--- config.mk ---
export PLATFORM = sky130hd
export DESIGN_NAME = mem_access_ctrl
export DESIGN_NICKNAME = d
export VERILOG_FILES = /design/src/rtl/mem_ctrl_pkg.sv /design/src/rtl/mem_rr_arb.sv /design/src/rtl/mem_access_ctrl.sv
export SDC_FILE = /design/constraint.sdc
export NUM_CORES = 1
export LEC_CHECK = 0
export ABC_AREA = 1
export BUFFER_PORTS_ARGS = -buffer_cell sky130_fd_sc_hd__clkbuf_2
export CAP_MARGIN = 20
export CORE_ASPECT_RATIO = 1.5
export CORE_MARGIN = 10
export CORE_UTILIZATION = 49
export DETAILED_ROUTE_END_ITERATION = 12
export GPL_TIMING_DRIVEN = 1
export PLACE_DENSITY = 0.87
export SYNTH_ARGS = -nofsm -noshare
export SYNTH_HDL_FRONTEND = slang
export SYNTH_SLANG_ARGS = --single-unit
--- constraint.sdc ---
create_clock -name clock -period 4.6 [get_ports clock]
set_input_delay 0.69 -clock clock [delete_from_list [all_inputs] [get_ports clock]]
set_output_delay 0.69 -clock clock [all_outputs]
set_load 0.02 [all_outputs]
--- src/rtl/mem_ctrl_pkg.sv ---
// Shared types and constants for the memory access controller.
//   - burst size encodings used on if_size / ls_size
//   - controller FSM state encoding
//   - port ownership encoding used by the arbiter and datapath
//   - size_to_beats(): burst-size code to beat count
package mem_ctrl_pkg;

  localparam int unsigned WORD_BYTES       = 4;
  localparam logic [1:0]  ACCESS_SIZE_WORD = 2'b00;

  typedef enum logic [1:0] {
    BURST_1  = 2'b00,
    BURST_4  = 2'b01,
    BURST_8  = 2'b10,
    BURST_16 = 2'b11
  } burst_size_e;

  typedef enum logic [1:0] {
    IDLE,
    ISSUE,
    DRAIN,
    DONE
  } state_e;

  typedef enum logic {
    OWNER_IF = 1'b0,
    OWNER_LS = 1'b1
  } owner_e;

  function automatic logic [4:0] size_to_beats(input logic [1:0] size);
    logic [4:0] beats;
    case (burst_size_e'(size))
      BURST_1:  beats = 5'd1;
      BURST_4:  beats = 5'd4;
      BURST_8:  beats = 5'd8;
      default:  beats = 5'd16;
    endcase
    return beats;
  endfunction

endpackage

--- src/rtl/mem_rr_arb.sv ---
// Two-requester round-robin arbiter (fetch vs load/store).
// Ports:
//   clock, reset  - system clock, synchronous active-high reset
//   enable        - arbitration allowed this cycle (controller idle)
//   req_if/req_ls - request levels
//   gnt_if/gnt_ls - combinational one-hot grant, only while enable is high
//   winner        - owner encoding of the current grant
// last_winner resets to LS so that fetch wins the first tie.
module mem_rr_arb
  import mem_ctrl_pkg::*;
(
  input  logic   clock,
  input  logic   reset,
  input  logic   enable,
  input  logic   req_if,
  input  logic   req_ls,
  output logic   gnt_if,
  output logic   gnt_ls,
  output owner_e winner
);

  owner_e last_winner;

  always_comb begin
    gnt_if = 1'b0;
    gnt_ls = 1'b0;
    if (enable) begin
      if (req_if && req_ls) begin
        if (last_winner == OWNER_LS) gnt_if = 1'b1;
        else                         gnt_ls = 1'b1;
      end else if (req_if) begin
        gnt_if = 1'b1;
      end else if (req_ls) begin
        gnt_ls = 1'b1;
      end
    end
    winner = gnt_ls ? OWNER_LS : OWNER_IF;
  end

  always_ff @(posedge clock) begin
    if (reset) begin
      last_winner <= OWNER_LS;
    end else if (gnt_if) begin
      last_winner <= OWNER_IF;
    end else if (gnt_ls) begin
      last_winner <= OWNER_LS;
    end
  end

endmodule

--- src/rtl/mem_access_ctrl.sv ---
// Memory access sequencer: arbitrates fetch and load/store ports and owns the
// single-word memory port. Bursts of 1/4/8/16 words are split into
// consecutive word accesses; read data is returned one beat per cycle.
// Ports:
//   clock, reset                     - system clock, synchronous active-high reset
//   if_req/if_addr/if_size           - fetch request (level), base byte address, burst code
//   if_gnt/if_rvalid/if_rdata/if_done- fetch grant pulse, read beats, completion pulse
//   ls_req/ls_rw/ls_addr/ls_size/ls_wdata - load/store request (rw=1 write)
//   ls_gnt/ls_rvalid/ls_rdata/ls_done- load/store grant pulse, read beats, completion pulse
//   mem_address/mem_data_in/mem_access_size/mem_rw/mem_enable - memory command
//   mem_busy                         - memory stall, holds the current beat
//   mem_data_out                     - memory read data, MEM_LAT cycles after issue
module mem_access_ctrl
  import mem_ctrl_pkg::*;
#(
  parameter int unsigned ADDR_W  = 32,
  parameter int unsigned DATA_W  = 32,
  parameter int unsigned MEM_LAT = 1
) (
  input  logic              clock,
  input  logic              reset,
  input  logic              if_req,
  input  logic [ADDR_W-1:0] if_addr,
  input  logic [1:0]        if_size,
  output logic              if_gnt,
  output logic              if_rvalid,
  output logic [DATA_W-1:0] if_rdata,
  output logic              if_done,
  input  logic              ls_req,
  input  logic              ls_rw,
  input  logic [ADDR_W-1:0] ls_addr,
  input  logic [1:0]        ls_size,
  input  logic [DATA_W-1:0] ls_wdata,
  output logic              ls_gnt,
  output logic              ls_rvalid,
  output logic [DATA_W-1:0] ls_rdata,
  output logic              ls_done,
  output logic [ADDR_W-1:0] mem_address,
  output logic [DATA_W-1:0] mem_data_in,
  output logic [1:0]        mem_access_size,
  output logic              mem_rw,
  output logic              mem_enable,
  input  logic              mem_busy,
  input  logic [DATA_W-1:0] mem_data_out
);

  state_e            state, state_next;
  owner_e            owner, winner;
  logic [ADDR_W-1:0] base_addr;
  logic [3:0]        beat, beat_last;
  logic              rw_q;
  logic [DATA_W-1:0] wdata_q;
  logic [MEM_LAT-1:0] rd_pipe;
  logic              settle;
  logic              arb_en;
  logic              gnt_if_a, gnt_ls_a, gnt_any;
  logic              rd_issue;
  logic [ADDR_W-1:0] sel_addr;
  logic [1:0]        sel_size;
  logic [4:0]        sel_beats_m1;
  logic [ADDR_W-1:0] beat_offset;

  // Grants are held off while in reset and for the first cycle after it so
  // that every output reads zero throughout that window.
  assign arb_en = (state == IDLE) && !settle && !reset;

  mem_rr_arb u_arb (
    .clock  (clock),
    .reset  (reset),
    .enable (arb_en),
    .req_if (if_req),
    .req_ls (ls_req),
    .gnt_if (gnt_if_a),
    .gnt_ls (gnt_ls_a),
    .winner (winner)
  );

  assign gnt_any      = gnt_if_a || gnt_ls_a;
  assign sel_addr     = gnt_ls_a ? ls_addr : if_addr;
  assign sel_size     = gnt_ls_a ? ls_size : if_size;
  assign sel_beats_m1 = size_to_beats(sel_size) - 5'd1;
  assign beat_offset  = ADDR_W'(beat) * ADDR_W'(WORD_BYTES);
  assign rd_issue     = (state == ISSUE) && !mem_busy && !rw_q;

  always_ff @(posedge clock) begin
    if (reset) begin
      state <= IDLE;
    end else begin
      state <= state_next;
    end
  end

  always_comb begin
    state_next      = state;
    if_gnt          = gnt_if_a;
    ls_gnt          = gnt_ls_a;
    if_done         = 1'b0;
    ls_done         = 1'b0;
    mem_address     = '0;
    mem_data_in     = '0;
    mem_access_size = ACCESS_SIZE_WORD;
    mem_rw          = 1'b0;
    mem_enable      = 1'b0;
    if_rvalid       = 1'b0;
    ls_rvalid       = 1'b0;
    if_rdata        = '0;
    ls_rdata        = '0;

    case (state)
      IDLE: begin
        if (gnt_any) state_next = ISSUE;
      end
      ISSUE: begin
        mem_enable  = 1'b1;
        mem_rw      = rw_q;
        mem_address = base_addr + beat_offset;
        mem_data_in = rw_q ? wdata_q : '0;
        if (!mem_busy && (beat == beat_last)) state_next = DRAIN;
      end
      DRAIN: begin
        state_next = DONE;
      end
      DONE: begin
        if_done    = (owner == OWNER_IF);
        ls_done    = (owner == OWNER_LS);
        state_next = IDLE;
      end
      default: state_next = IDLE;
    endcase

    // Read data is a pass-through of the memory output, qualified by the
    // delayed issue strobe and routed to the port that owns the transaction.
    if (rd_pipe[MEM_LAT-1]) begin
      if (owner == OWNER_IF) begin
        if_rvalid = 1'b1;
        if_rdata  = mem_data_out;
      end else begin
        ls_rvalid = 1'b1;
        ls_rdata  = mem_data_out;
      end
    end

    if (reset) begin
      if_gnt          = 1'b0;
      ls_gnt          = 1'b0;
      if_done         = 1'b0;
      ls_done         = 1'b0;
      mem_address     = '0;
      mem_data_in     = '0;
      mem_access_size = '0;
      mem_rw          = 1'b0;
      mem_enable      = 1'b0;
      if_rvalid       = 1'b0;
      ls_rvalid       = 1'b0;
      if_rdata        = '0;
      ls_rdata        = '0;
    end
  end

  always_ff @(posedge clock) begin
    if (reset) begin
      settle    <= 1'b1;
      rd_pipe   <= '0;
      beat      <= '0;
      beat_last <= '0;
      base_addr <= '0;
      rw_q      <= 1'b0;
      wdata_q   <= '0;
      owner     <= OWNER_IF;
    end else begin
      settle  <= 1'b0;
      rd_pipe <= MEM_LAT'({rd_pipe, rd_issue});
      if (gnt_any) begin
        owner     <= winner;
        base_addr <= {sel_addr[ADDR_W-1:2], 2'b00};
        rw_q      <= gnt_ls_a && ls_rw;
        wdata_q   <= gnt_ls_a ? ls_wdata : '0;
        beat      <= '0;
        beat_last <= (gnt_ls_a && ls_rw) ? 4'd0 : sel_beats_m1[3:0];
      end else if ((state == ISSUE) && !mem_busy && (beat != beat_last)) begin
        beat <= beat + 4'd1;
      end
    end
  end

endmodule

==> key figures, run 1 <==
Worst setup path
  • Crit-path max cell delay: slightly above 0.6 ns
  • Crit path from: beat[0]
  • Crit-path cells: ha_1 > inv_1 > fa_1 > inv_1 > nand2_1 > nand2_1 > o21ai_0 > nor2_1 > nand3_1 > nand2_1 > nand2_1 > nor2_1 > clkbuf_2
  • Crit-path leading delay family: simple AND/OR/NAND/NOR gates
  • Buf/Inv on CP: 3
  • Critical Path Source Type: register
  • Slowest-stage cell, CP: nor2_1
  • Kind of critical path: reg -> out
  • Arr. time, crit path: around 3.1 ns
  • CP dominant cell by count: nand2_1
  • Reg-to-Reg Start: state[0]
  • Crit-path max FO: 11
  • Worst path required time: about 4 ns
  • Setup crit end kind: output pin

Logic synthesis
  • Mean post-synth cell area: 6.04 µm²
  • Synth Instances: between 800 and 900
  • Synth warn: 0
  • Cell area after synthesis: roughly 5000 µm²
  • Library cells used by synthesis: 31
  • Register bit total from synthesis: 76
  • Seq/Total Area, Yosys: 0.306

Placement
  • Hpwl dp: between 10 and 15 mm
  • Placed Instances: between 1k and 1.5k
  • Port bufs: roughly 270
  • Global placer's final weighted congestion: slightly below 1
  • Setup WS pre-CTS: ~1.2 ns

STA
  • Maximum clock frequency: 266 MHz
  • Layout Skew: between 0.008 and 0.009 ns
  • Slew margin rel.: 0.362
  • Final worst path period share: 0.818
  • Post-route setup TNS: 0 ns
  • Crit path time final: between 3 and 4 ns
  • RSZ-0062 raised after global routing: false
  • Final setup margin: ~0.84 ns
  • Hold Vio Cnt, Final: 0
  • Final Setup Violations: 0
  • Worst-Margin Slew: between 0.9 and 1 ns
  • Final Max Tran Viols: 0

Die
  • Die area: approximately 15000 µm²
  • I/O pin total: roughly 280
  • Die width: between 100 and 150 µm
  • Die H: around 140 µm
  • Row count: 45
  • Core ar.: between 10000 and 15000 µm²
  • Initial Util: 0.497

Routing
  • Routed len/inst: about 15 µm
  • TritonRoute pass-1 iters: 5
  • DR iter-0 viols: 280
  • Vias per cell: approximately 5.0
  • Max Used Layer: met5
  • Final ANT Viol Nets: 0
  • Post-route DRC: 0
  • Routed length on met3: 1.80 mm
  • Total Wirelength: approximately 18 mm
  • Met2 wire length: between 8 and 9 mm
  • Post-Route M1 WL: roughly 6.7 mm
  • DR vias: 5956

Power and ir drop
  • PD cells: slightly above 300 nW/µm²
  • Sequential power share: 0.396
  • Clk pwr share: 0.361
  • Maximum VDD drop: about 0.24 mV
  • Internal: between 0.001 and 0.0015 W
  • Logic pwr share: 0.243
  • Net Switching: between 0.0006 and 0.0007 W
  • Switching share of total power: 0.327
  • P_leak: roughly 3.6 nW

Flow run
  • Max-cap violation count: 0

Clocking
  • CTS resizes: 0
  • Clk Latency, worst-skew pair: around 0.34 ns
  • CTS buffer count: 9
  • Post-CTS Setup Repair Bufs: 0
  • CTS sink cnt: between 70 and 80
  • TritonCTS clock tree: yes
  • H-tree depth: 3
  • Cts hold-fix bufs: 0
  • CTS root buf: clkbuf_16
  • Maximum root-to-sink buffer count: 2
  • CTS clock-pin slew for the worst setup and hold paths: roughly 0.060 ns

Layout
  • Layout Cells excl Fill: around 1.2k
  • Commonest non-fill, non-tap cell in the layout: clkbuf_2
  • Layout cells sized above 1: 0.306
  • Most frequent cells in the layout: clkbuf_2, nand2_1, nor2_1
  • Area Growth Syn to Fin: 33.6%
  • Layout net count: approximately 1.2k
  • Antenna diodes: 0

Worst hold path
  • Hold_sp: wdata_q[5]
  • Hold/Removal Path Class: reg -> reg

GRT
  • GRT Overall Usage: 0.232
  • Vias in the first global route: between 5k and 6k
  • Wire length of the first global-routing pass: ~27 mm
  • Antenna violations before repair: 2
  • Largest net degree at the start of global routing: 66
  • Grt ovf: 0

Outcome
  • Status: finished, final reports clean
-- power by group through the flow --
| stage | registers (W) | logic, W | clock network, W |
|---|---|---|---|
| floorplan | 0.000795 | 0.000344 | 0 |
| global placement | 0.000812 | 0.000471 | 0 |
| detailed placement | 0.000815 | 0.000486 | 0 |
| CTS | 0.000801 | 0.000491 | 0.000738 |
| global route | 0.000813 | 0.000561 | 0.000767 |
| finish | 0.000803 | 0.000491 | 0.000732 |
-- registers in the layout, summed over array words and instances, names as in the netlist, 2 cells and up --
signal,count
wdata_q,32
state,2
base_addr,30
beat,4
beat_last,3
-- worst reg2reg max path, stage by stage (launching register included) --
cell      delay [ns]
dfxtp_1         0.34
inv_1           0.11
ha_1            0.17
inv_1           0.06
nor2_1          0.12
o211ai_2        0.16
inv_2           0.62
buf_4           0.41
nand3_2         0.15
o211ai_2        0.09
inv_2           0.04
-- Yosys cell counts --
cell type,count,share of area
dfxtp_1,76,0.31
nand3_2,8,0.016
nand2_1,181,0.14
buf_4,4,0.0060
o22ai_1,1,0.0013
o211ai_1,23,0.035
inv_2,10,0.0075
nor3b_1,3,0.0045
and2_1,1,0.0013
nand3b_1,2,0.0030
o21ai_1,8,0.0080
nand4_1,11,0.014
buf_6,2,0.0045
nand3_1,46,0.046
o211ai_2,8,0.020
or2_2,1,0.0013
a21oi_1,22,0.022
ha_1,10,0.025
nor3_2,1,0.0020
conb_1,1,0.00075
buf_2,23,0.023
a31oi_1,3,0.0038
nor3_1,11,0.011
nor2_1,155,0.12
inv_1,143,0.11
o21ai_0,44,0.044
fa_1,1,0.0040
nand2_2,9,0.011
xor2_1,2,0.0035
nor2_4,2,0.0045
clkbuf_1,12,0.0090
-- metal layers --
layer,up-vias,GRT usage
li1,3039,-
met1,2621,0.250
met2,241,0.390
met3,51,0.0913
met4,4,0.104
met5,-,0
-- through the flow --
| stage | utilization | total power (W) | instance area, µm² | hold WS, ns |
|---|---|---|---|---|
| 2_1_floorplan | - | 0.00114 | 4990 | 0.421 |
| 3_3_place_gp | 0.628 | 0.00128 | 6300 | 0.454 |
| 3_5_place_dp | 0.630 | 0.00130 | 6310 | 0.455 |
| 4_1_cts | 0.661 | 0.00203 | 6620 | 0.459 |
| 5_1_grt | 0.664 | 0.00214 | 6650 | 0.484 |
| 6_report | 0.664 | 0.00203 | 6650 | 0.463 |
-- cells by family after synthesis --
family	Yosys count	synth area share
fa+ha+maj	11	0.0292
flops	76	0.306
buf+inv	194	0.158
other cells	1	0.000753
xor+xnor	2	0.00352
simple gates	431	0.369
compound gates	109	0.134
-- path summary, 6_finish.rpt --
| path | end | slack, ns | cells after the start |
|---|---|---|---|
| hold reg to reg | wdata_q[5] | 0.46 | 2 |
| setup reg to reg | base_addr[27] | 2.22 | 10 |
| setup / recovery | mem_address[22] | 0.84 | 13 |
| hold / removal | wdata_q[5] | 0.46 | 2 |
-- cell type report --
| class | instances | area, µm² |
|---|---|---|
| Multi-Input combinational cell | 557 | 2680 |
| Sequential cell | 76 | 1520 |
| Timing Repair Buffer | 274 | 1420 |
| Inverter | 153 | 574 |
| Clock inverter | 5 | 60.1 |
| Fill cell | 920 | 3370 |
| Clock buffer | 11 | 253 |
| Tap cell | 117 | 146 |
No activity file was read; power rests on OpenSTA's default activity.
==> run 2, diff against run 1 <==
Settings changed: CORE_UTILIZATION 49 to 45, PLACE_DENSITY 0.87 to 0.81.
Clock period 4.6 ns to 3.6 ns, I/O delays scaled along.
==> run 2 against run 1 <==
- non-clock buffer count is 4 higher
- sequential power is 28% higher
- utilization is 5.0 points lower
- register-to-register slack worse by 0.83 ns
- cell area is 0.87% higher
- worst hold slack worse by 0.064 ns
- worst setup slack worse by 0.37 ns
- total power is 30% higher
- cell count is 2.8% higher
- critical path type unchanged
- critical endpoint is now mem_address[26]
==> key figures, run 2 (synthesized netlist as in run 1, its figures left out) <==
Outcome
  • Status: finished, final reports clean (unchanged)

Layout
  • Biggest register: wdata_q (unchanged)
  • Area Growth Syn to Fin: 34.8% (was 33.6%)
  • Layout Cells excl Fill: 1227 (was 1193)
  • Commonest non-fill, non-tap cell in the layout: clkbuf_2 (unchanged)
  • Multi-input logic area: 2680 µm² (unchanged)
  • Largest regs: wdata_q: 32 flops, base_addr: 30 flops, beat: 4 flops (unchanged)
  • Fillers: 1076 (was 920)
  • Largest register FFs: 32 (unchanged)
  • Layout net count: 1224 (was 1220)
  • Layout cells sized above 1: 0.307 (was 0.306)
  • Antenna diodes: 0 (unchanged)
  • Reg area: 1520 µm² (unchanged)
  • Most frequent cells in the layout: clkbuf_2, nand2_1, nor2_1 (unchanged)

GRT
  • Wire length of the first global-routing pass: 28.1 mm (was 27.5 mm)
  • Antenna violations before repair: 0 (was 2)
  • Largest net degree at the start of global routing: 41 (was 66)
  • Vias in the first global route: 5761 (was 5845)
  • GRT Overall Usage: 0.217 (was 0.232)
  • Grt ovf: 0 (unchanged)

Routing
  • Post-route DRC: 0 (unchanged)
  • TritonRoute pass-1 iters: 5 (unchanged)
  • DR iter-0 viols: 324 (was 280)
  • Total Wirelength: 17.6 mm (was 17.8 mm)
  • Final ANT Viol Nets: 0 (unchanged)
  • DR vias: 5816 (was 5956)
  • Vias per cell: 4.74 (was 4.99)
  • Routed len/inst: 14.4 µm (was 14.9 µm)

Power and ir drop
  • Clk pwr share: 0.369 (was 0.361)
  • Maximum VDD drop: 0.321 mV (was 0.240 mV)
  • PD cells: 392 nW/µm² (was 305 nW/µm²)
  • Logic pwr share: 0.241 (was 0.243)
  • P_leak: 3.58 nW (was 3.57 nW)
  • Net Switching: 0.000851 W (was 0.000663 W)
  • Internal: 0.00178 W (was 0.00136 W)
  • Switching share of total power: 0.324 (was 0.327)
  • Sequential power share: 0.390 (was 0.396)

Worst setup path
  • Worst path required time: 3.06 ns (was 3.91 ns)
  • FF-to-FF End: beat_last[1] (was base_addr[27])
  • Setup crit end kind: output pin (unchanged)
  • Slowest-stage cell, CP: dfxtp_1 (was nor2_1)
  • CP dominant cell by count: nand2_1 (unchanged)
  • Crit-path max cell delay: 0.46 ns (was 0.62 ns)
  • Critical Path Source Type: register (unchanged)
  • Crit-path leading delay family: adder cells (was simple AND/OR/NAND/NOR gates)
  • Crit-path cells: ha_1 > inv_1 > fa_1 > inv_1 > nand2_1 > a21oi_1 > nand2_1 > inv_1 > nand2_1 > nand2_1 > nand2_1 > nor2_1 > clkbuf_2 (was ha_1 > inv_1 > fa_1 > inv_1 > nand2_1 > nand2_1 > o21ai_0 > nor2_1 > nand3_1 > nand2_1 > nand2_1 > nor2_1 > clkbuf_2)
  • Arr. time, crit path: 2.59 ns (was 3.07 ns)
  • Kind of critical path: reg -> out (unchanged)
  • Buf/Inv on CP: 4 (was 3)
  • Reg2reg path depth: 12 (was 10)
  • Crit-path max FO: 7 (was 11)
  • Reg-to-Reg Start: state[0] (unchanged)
  • Reg-to-reg slack, setup: 1.39 ns (was 2.22 ns)

Clocking
  • CTS sink cnt: 76 (unchanged)
  • TritonCTS clock tree: yes (unchanged)
  • Post-CTS Setup Repair Bufs: 0 (unchanged)
  • CTS root buf: clkbuf_16 (unchanged)
  • H-tree depth: 3 (unchanged)
  • CTS buffer count: 9 (unchanged)
  • Clk Latency, worst-skew pair: 0.34 ns (about the same)
  • Cts hold-fix bufs: 0 (unchanged)
  • CTS clock-pin slew for the worst setup and hold paths: 0.06 ns (about the same)
  • Maximum root-to-sink buffer count: 2 (unchanged)
  • CTS resizes: 0 (unchanged)

STA
  • Post-route setup TNS: 0 ns (unchanged)
  • Maximum clock frequency: 320 MHz
  • Crit path time final: ~3.1 ns
  • Final setup margin: 0.471 ns (was 0.839 ns)
  • RSZ-0062 raised after global routing: false (unchanged)
  • Slew margin rel.: 0.354 (was 0.362)
  • Worst-Margin Slew: 0.967 ns (was 0.956 ns)
  • Layout Skew: 0.00704 ns (was 0.00805 ns)
  • Final Max Tran Viols: 0 (unchanged)
  • Final Setup Violations: 0 (unchanged)
  • Final worst path period share: 0.869
  • Hold Vio Cnt, Final: 0 (unchanged)

Die
  • I/O pin total: 276 (unchanged)
  • Die width: 106 µm (was 102 µm)
  • Die H: 149 µm (was 143 µm)
  • Core ar.: 10900 µm² (was 10000 µm²)
  • Initial Util: 0.455 (was 0.497)
  • Die area: 15800 µm² (was 14700 µm²)
  • Row count: 47 (was 45)

Placement
  • Placed Instances: 1211 (was 1176)
  • Global placer's final weighted congestion: 0.968 (was 0.963)
  • Port bufs: 267 (unchanged)
  • Hpwl dp: 14.2 mm (about the same)
  • Setup WS pre-CTS: 0.853 ns (was 1.20 ns)

Worst hold path
  • Hold path cells: 3 (was 2)
  • Hold_sp: ls_wdata[3] (was wdata_q[5])
  • Hold Path End: wdata_q[3] (was wdata_q[5])
  • Hold/Removal Path Class: in -> reg (was reg -> reg)

Flow run
  • Max-cap violation count: 0 (unchanged)
run 2: final cells by class:
type / count / share of cell area
Tap cell: 147 / 0.0274
Inverter: 153 / 0.0856
Timing Repair Buffer: 278 / 0.213
Clock buffer: 10 / 0.0341
Clock inverter: 6 / 0.0132
Sequential cell: 76 / 0.227
Multi-Input combinational cell: 557 / 0.399
run 2: layer usage:
metal  vias to the layer above  global-route usage  part of all wire
met5                         -                   0                 0
met4                         0              0.0958             0.026
met3                        35              0.0562             0.075
met2                       201               0.384              0.50
met1                      2537               0.237              0.39
li1                       3043                   -                 -
run 2: worst max-delay path by stage:
| stage | from | end | slack, ns | depth (start not counted) |
|---|---|---|---|---|
| after floorplan | beat[0] | mem_address[28] | 1.07 | 13 |
| after global placement | beat[0] | mem_address[26] | 0.88 | 13 |
| after detailed placement | beat[0] | mem_address[28] | 0.85 | 14 |
| after CTS | beat[0] | mem_address[26] | 0.47 | 13 |
| after global routing | beat[0] | mem_address[26] | 0.15 | 13 |
| final | beat[0] | mem_address[26] | 0.47 | 13 |
run 2: power by group through the flow:
stage,registers [W],logic (W),clock network (W)
detailed placement,0.00104,0.000628,0
CTS,0.00102,0.000635,0.000987
global route,0.00104,0.000716,0.00102
floorplan,0.00102,0.000440,0
global placement,0.00104,0.000612,0
finish,0.00103,0.000632,0.000970
run 2: per-stage QoR:
stage / utilization / total power, W / hold WS (ns) / cell area (µm²)
finish: 0.613 / 0.00263 / 0.400 / 6710
global route: 0.613 / 0.00277 / 0.403 / 6710
CTS: 0.613 / 0.00265 / 0.390 / 6710
detailed placement: 0.584 / 0.00167 / 0.454 / 6390
global placement: 0.584 / 0.00165 / 0.450 / 6390
floorplan: - / 0.00146 / 0.421 / 4990
run 2: worst reg2reg max path, cell delays in order, from the launching register on:
cell	delay, ns
dfxtp_1	0.34
inv_1	0.11
ha_1	0.19
inv_1	0.07
nor3_2	0.16
nand2_2	0.08
inv_2	0.48
buf_4	0.31
nand2_1	0.06
o21ai_1	0.10
nand2_1	0.07
nand2_1	0.07
o21ai_1	0.05
